===== config.mk =====
export PLATFORM = sky130hd
export DESIGN_NAME = lcm_job_dispatcher
export DESIGN_NICKNAME = d
export VERILOG_FILES = /design/src/rtl/lcm_pkg.sv /design/src/rtl/lcm_job_fifo.sv /design/src/rtl/lcm_job_dispatcher.sv
export SDC_FILE = /design/constraint.sdc
export NUM_CORES = 1
export LEC_CHECK = 0
export ABC_CLOCK_PERIOD_IN_PS = 4730
export BUFFER_PORTS_ARGS = -buffer_cell sky130_fd_sc_hd__buf_2
export CELL_PAD_IN_SITES_DETAIL_PLACEMENT = 0
export CELL_PAD_IN_SITES_GLOBAL_PLACEMENT = 1
export CORE_ASPECT_RATIO = 0.7
export CORE_MARGIN = 5
export CORE_UTILIZATION = 40
export DETAILED_ROUTE_END_ITERATION = 10
export PLACE_DENSITY_LB_ADDON = 0.08
export SYNTH_ARGS = -nofsm -noshare
export SYNTH_HDL_FRONTEND = slang
export SYNTH_SLANG_ARGS = --single-unit

===== constraint.sdc =====
create_clock -name clk -period 4.73 [get_ports clk]
set_input_delay 0.7095 -clock clk [delete_from_list [all_inputs] [get_ports clk]]
set_output_delay 0.7095 -clock clk [all_outputs]
set_load 0.01 [all_outputs]

===== src/rtl/lcm_pkg.sv =====
// Shared types and default widths for the LCM job dispatcher slice.
// Holds the dispatcher FSM encoding and the default operand and tag widths.
package lcm_pkg;

    localparam int W_DEF  = 32;
    localparam int TW_DEF = 4;

    typedef enum logic [1:0] {
        ST_IDLE   = 2'd0,
        ST_LAUNCH = 2'd1,
        ST_WAIT   = 2'd2,
        ST_EMIT   = 2'd3
    } state_t;

endpackage


===== src/rtl/lcm_job_fifo.sv =====
// Synchronous FIFO for {tag,a,b} job entries.
// Head entry visible combinationally on pop_dat; push/pop take effect on the next edge.
// Pushes while full and pops while empty are ignored; the writer watches full.
module lcm_job_fifo #(
    parameter int WIDTH = 68,
    parameter int DEPTH = 4
) (
    input  logic                       clk,
    input  logic                       rst,
    input  logic                       push,
    input  logic [WIDTH-1:0]           push_dat,
    input  logic                       pop,
    output logic [WIDTH-1:0]           pop_dat,
    output logic                       full,
    output logic                       empty,
    output logic [$clog2(DEPTH):0]     count
);

    localparam int AW = $clog2(DEPTH);
    localparam logic [AW:0] FULL_CNT = (AW+1)'(DEPTH);

    logic [WIDTH-1:0] mem [DEPTH];
    logic [AW-1:0]    wr_ptr;
    logic [AW-1:0]    rd_ptr;
    logic             do_push;
    logic             do_pop;

    assign full    = (count == FULL_CNT);
    assign empty   = (count == '0);
    assign do_push = push && !full;
    assign do_pop  = pop && !empty;
    assign pop_dat = mem[rd_ptr];

    // Storage carries no reset; only the pointers and count define validity.
    always_ff @(posedge clk) begin
        if (do_push) begin
            mem[wr_ptr] <= push_dat;
        end
    end

    always_ff @(posedge clk) begin
        if (rst) begin
            wr_ptr <= '0;
            rd_ptr <= '0;
            count  <= '0;
        end else begin
            if (do_push) begin
                wr_ptr <= wr_ptr + AW'(1);
            end
            if (do_pop) begin
                rd_ptr <= rd_ptr + AW'(1);
            end
            if (do_push && !do_pop) begin
                count <= count + (AW+1)'(1);
            end else if (do_pop && !do_push) begin
                count <= count - (AW+1)'(1);
            end
        end
    end

endmodule


===== src/rtl/lcm_job_dispatcher.sv =====
// Feeds tagged operand pairs to the LCM core one job at a time and returns tagged results.
// Latency: pop->core_start 1 cycle (zero job: pop->out_valid 1 cycle); core_done->out_valid 1 cycle.
// Backpressure: in_ready = FIFO not full; a result is held in EMIT until out_ready.
module lcm_job_dispatcher
    import lcm_pkg::*;
#(
    parameter int W       = W_DEF,
    parameter int TW      = TW_DEF,
    parameter int DEPTH   = 4,
    parameter int TIMEOUT = 4096
) (
    input  logic          clk,
    input  logic          rst,
    input  logic          in_valid,
    output logic          in_ready,
    input  logic [W-1:0]  in_a,
    input  logic [W-1:0]  in_b,
    input  logic [TW-1:0] in_tag,
    output logic          core_start,
    output logic [W-1:0]  core_n1,
    output logic [W-1:0]  core_n2,
    input  logic          core_done,
    input  logic [W-1:0]  core_result,
    output logic          out_valid,
    input  logic          out_ready,
    output logic [W-1:0]  out_result,
    output logic [TW-1:0] out_tag,
    output logic          out_zero,
    output logic          out_err,
    output logic          busy
);

    localparam int FW  = 2*W + TW;
    localparam int CW  = $clog2(DEPTH) + 1;
    localparam int WDW = $clog2(TIMEOUT+1);
    localparam logic [WDW-1:0] WD_LAST = WDW'(TIMEOUT-1);

    state_t          state;
    logic            fifo_full;
    logic            fifo_empty;
    logic [CW-1:0]   fifo_count;
    logic [FW-1:0]   fifo_head;
    logic            fifo_pop;
    logic [W-1:0]    head_a;
    logic [W-1:0]    head_b;
    logic [TW-1:0]   head_tag;
    logic            head_zero;
    logic [TW-1:0]   job_tag;
    logic [WDW-1:0]  wd;

    lcm_job_fifo #(
        .WIDTH (FW),
        .DEPTH (DEPTH)
    ) u_fifo (
        .clk      (clk),
        .rst      (rst),
        .push     (in_valid && in_ready),
        .push_dat ({in_tag, in_a, in_b}),
        .pop      (fifo_pop),
        .pop_dat  (fifo_head),
        .full     (fifo_full),
        .empty    (fifo_empty),
        .count    (fifo_count)
    );

    assign in_ready  = !fifo_full;
    assign fifo_pop  = (state == ST_IDLE) && !fifo_empty;
    assign {head_tag, head_a, head_b} = fifo_head;
    assign head_zero = (head_a == '0) || (head_b == '0);
    assign busy      = (state != ST_IDLE) || (fifo_count != '0);

    always_ff @(posedge clk) begin
        if (rst) begin
            state      <= ST_IDLE;
            core_start <= 1'b0;
            core_n1    <= '0;
            core_n2    <= '0;
            job_tag    <= '0;
            wd         <= '0;
            out_valid  <= 1'b0;
            out_result <= '0;
            out_tag    <= '0;
            out_zero   <= 1'b0;
            out_err    <= 1'b0;
        end else begin
            core_start <= 1'b0;
            case (state)
                ST_IDLE: begin
                    if (!fifo_empty) begin
                        // Sorted so the core always divides the larger by the smaller.
                        core_n1 <= (head_a >= head_b) ? head_a : head_b;
                        core_n2 <= (head_a >= head_b) ? head_b : head_a;
                        job_tag <= head_tag;
                        if (head_zero) begin
                            out_valid  <= 1'b1;
                            out_result <= '0;
                            out_tag    <= head_tag;
                            out_zero   <= 1'b1;
                            out_err    <= 1'b0;
                            state      <= ST_EMIT;
                        end else begin
                            core_start <= 1'b1;
                            state      <= ST_LAUNCH;
                        end
                    end
                end
                ST_LAUNCH: begin
                    wd    <= '0;
                    state <= ST_WAIT;
                end
                ST_WAIT: begin
                    if (core_done) begin
                        out_valid  <= 1'b1;
                        out_result <= core_result;
                        out_tag    <= job_tag;
                        out_zero   <= 1'b0;
                        out_err    <= 1'b0;
                        state      <= ST_EMIT;
                    end else if (wd == WD_LAST) begin
                        out_valid  <= 1'b1;
                        out_result <= '0;
                        out_tag    <= job_tag;
                        out_zero   <= 1'b0;
                        out_err    <= 1'b1;
                        state      <= ST_EMIT;
                    end else begin
                        wd <= wd + WDW'(1);
                    end
                end
                ST_EMIT: begin
                    if (out_ready) begin
                        out_valid <= 1'b0;
                        state     <= ST_IDLE;
                    end
                end
                default: state <= ST_IDLE;
            endcase
        end
    end

endmodule

==> results.ini <==
[run_status]
status = finished, final reports clean

[clock_tree]
clock_latency_ns = 0.55
htreeDepth = 2
cts-resized-gates = 0
cts_tree = built
cts.sinks = 404
clockBufferDepth = 3
hold_buffers = 0
post-cts-setup-buffers = 0
cts-root-buf = clkbuf_16
clkTransAtPathRegs_ns = 0.07
cts_inserted_buffers = 41

[synth]
syn_nets = 1352
synthTopCellsByArea = edfxtp_1 49%, dfxtp_1 16%, mux4_2 9.2%
synth_top_area_frac = 0.491
yosysTopAreaCell = edfxtp_1
yosys_register_bits = 404
async_flop_share = 0
yosysUniqueCellTypes = 52
synthTopCellsByCount = 272 x edfxtp_1, 132 x dfxtp_1, 101 x o21ai_0
yosys_warnings = 0
synth-edff-count = 272
yosysMostFrequentCell = edfxtp_1
ys_seq_area_frac = 0.649
syn_inst = 1202
synth_flop_cell = edfxtp_1
syn_avg_cell_area_um2 = 13.8
netlist_area_um2 = 16600

[min_path]
min_path_type = in -> reg
hold_start = in_b[9]
min_path_cells = 1
hold_end = u_fifo.mem[3][9]$_DFFE_PP_

[global_route]
track_usage = 0.196
grt_pass1_vias = 10743
antenna_found_initial = 0
grt_pass1_wl_um = 69000
grt_start_max_net_pins = 92
overflow = 0

[setup_path]
crit_path_start_kind = flip-flop
r2r_cells = 10
worstPathCellList = buf_12 -> mux4_2 -> ha_1 -> nand4_1 -> nor3_1 -> o311ai_0 -> a31oi_4 -> buf_12 -> o21ai_0 -> a311oi_1
criticalPathCategory = reg -> reg
cp_max_fo = 46
crit_arrival_ns = 4.57
crit_required_ns = 5.18
critical_path.max_stage_delay_ns = 0.61
end_kind = flip-flop
cpMostUsedCell = buf_12
reg2reg_to = core_n1[28]$_SDFFE_PP0P_
r2r_setup_slack_ns = 0.61
crit_slowest_cell = a31oi_4

[drt]
finalWirelength_um = 45800
wl_per_cell_um = 23.3
route.detailed.drc = 0
avgViaCountPerCell = 5.53
initialDrtViolationCount = 798
dr_total_vias = 10876
drt_first_pass_iters = 5
antenna_violating_nets_post_route = 0

[place]
place.gp.congestion = 0.779
dpl.hpwl_um = 30500
io_buffers = 210
dpl_worst_slack_ns = 0.672

[timing]
setup_violations = 0
relSlewSlack = 0.176
post-route-period-util = 0.870
min_period_ns = 4.12
rsz0062_at_grt = false
worst_clock_skew_ns = 0.00951
max_freq_mhz = 243
slew_violations = 0
hold_viol = 0
worstMarginPinSlew_ns = 1.24
layout_setup_ws_ns = 0.613
final.setup.tns_ns = 0

[floorplan]
core_um2 = 41000
num_rows = 62
die-area_um2 = 45900
die_h_um = 181
boundaryPins = 211
initial_core_util = 0.406
die_x_um = 254

[power_and_ir_drop]
p_leak_nw = 7.05
worst_ir_drop_vdd_mv = 0.404
cellPowerDensity_nw_per_um2 = 639
power_w = 0.0126

[cells_and_area]
drive_above_1_share = 0.270
area_growth_pct = 18.4
finalNetCount = 1538
antennaDiodeCount = 0
fin_util = 0.480
fill_cells = 3635

[job]
maxCapViolations = 0

[critical path, delay by kind of cell, from the launching register on]
kind / cells / cell delay, ns
buffers and inverters: 2 / 0.52
AO/OA/AOI/OAI: 4 / 1.45
multiplexers: 1 / 0.58
AND/OR/NAND/NOR: 2 / 0.57
adder cells (fa/ha/maj): 1 / 0.35
flip-flops: 1 / 0.51
[metrics by stage]
step / hold slack [ns] / area [um^2] / instances
floorplan: 0.436 / 16600 / 1202
global placement: 0.442 / 18300 / 1889
detailed placement: 0.447 / 18300 / 1889
CTS: 0.339 / 19700 / 1965
global route: 0.354 / 19700 / 1965
finish: 0.373 / 19700 / 1965
[registers in the layout, indices dropped and copies added (netlist names), named ones only]
name           cells
out_zero           1
core_n2           32
core_start         1
job_tag            4
out_valid          1
out_tag            4
u_fifo.rd_ptr      2
state              2
u_fifo.wr_ptr      2
wd                13
u_fifo.count       3
out_result        32
out_err            1
core_n1           32
u_fifo.mem       272
[logic make-up after synthesis]
group,after synthesis,share of synthesized area
xor+xnor,15,0.00789
flops,404,0.649
compound gates,262,0.102
fa+ha+maj,45,0.0343
buf+inv,139,0.0335
mux,74,0.0956
simple gates,263,0.0775
[area by class of cell]
class	count	area, um^2	share of cell area
clock buffer	53	1140	0.0580
multi-input combinational	659	5350	0.271
timing repair buffer	238	1310	0.0666
clock inverter	23	244	0.0124
inverter	44	165	0.00838
tap	544	681	0.0345
sequential	404	10800	0.549
[report_power, final]
part,switching [W],total (W),internal [W]
Sequential,0.000283,0.00458,0.00430
Combinational,0.00301,0.00464,0.00163
Clock,0.00139,0.00337,0.00198
Total,0.00468,0.0126,0.00791
[worst max path at each step]
stage,to,slack (ns)
2_1_floorplan,core_n1[0]$_SDFFE_PP0P_,1.25
3_3_place_gp,core_n2[12]$_SDFFE_PP0P_,0.68
3_5_place_dp,core_n1[9]$_SDFFE_PP0P_,0.67
4_1_cts,core_n2[12]$_SDFFE_PP0P_,0.66
5_1_grt,core_n1[1]$_SDFFE_PP0P_,0.33
6_report,core_n1[28]$_SDFFE_PP0P_,0.61
[placed cells by master, fill, tap and decap left out, types with 3 or more instances in the layout]
master,Yosys,layout
nor2_1,87,87
dfxtp_1,132,130
and3_4,0,4
mux2i_1,6,6
clkinv_1,0,6
clkbuf_16,0,43
bufinv_16,0,5
clkinvlp_4,0,3
clkinv_2,0,8
a311oi_1,69,69
ha_1,44,44
nor4_1,16,16
xor2_1,3,3
xnor2_1,12,12
and4_1,3,3
a21oi_1,58,58
buf_12,0,4
nand3_1,72,72
nand4_1,39,39
mux4_2,68,68
nor2b_1,4,3
a2111oi_0,4,4
a21o_1,8,8
clkbuf_1,78,7
clkbuf_8,0,3
o21ai_0,101,101
inv_1,44,44
nand2b_1,3,3
nor3_1,3,3
buf_4,2,25
buf_2,5,209
edfxtp_1,272,272
nand2_1,23,23
[metal layers]
layer / global-route usage / routed length, um / vias to the layer above / share of wire
met2: 0.305 / 21400 / 262 / 0.47
met1: 0.285 / 21100 / 5480 / 0.46
met3: 0.0400 / 2460 / 57 / 0.054
li1: - / - / 5077 / -
met5: 0 / 0 / - / 0
met4: 0.0451 / 824 / 0 / 0.018
No activity file was read; power rests on OpenSTA's default activity.
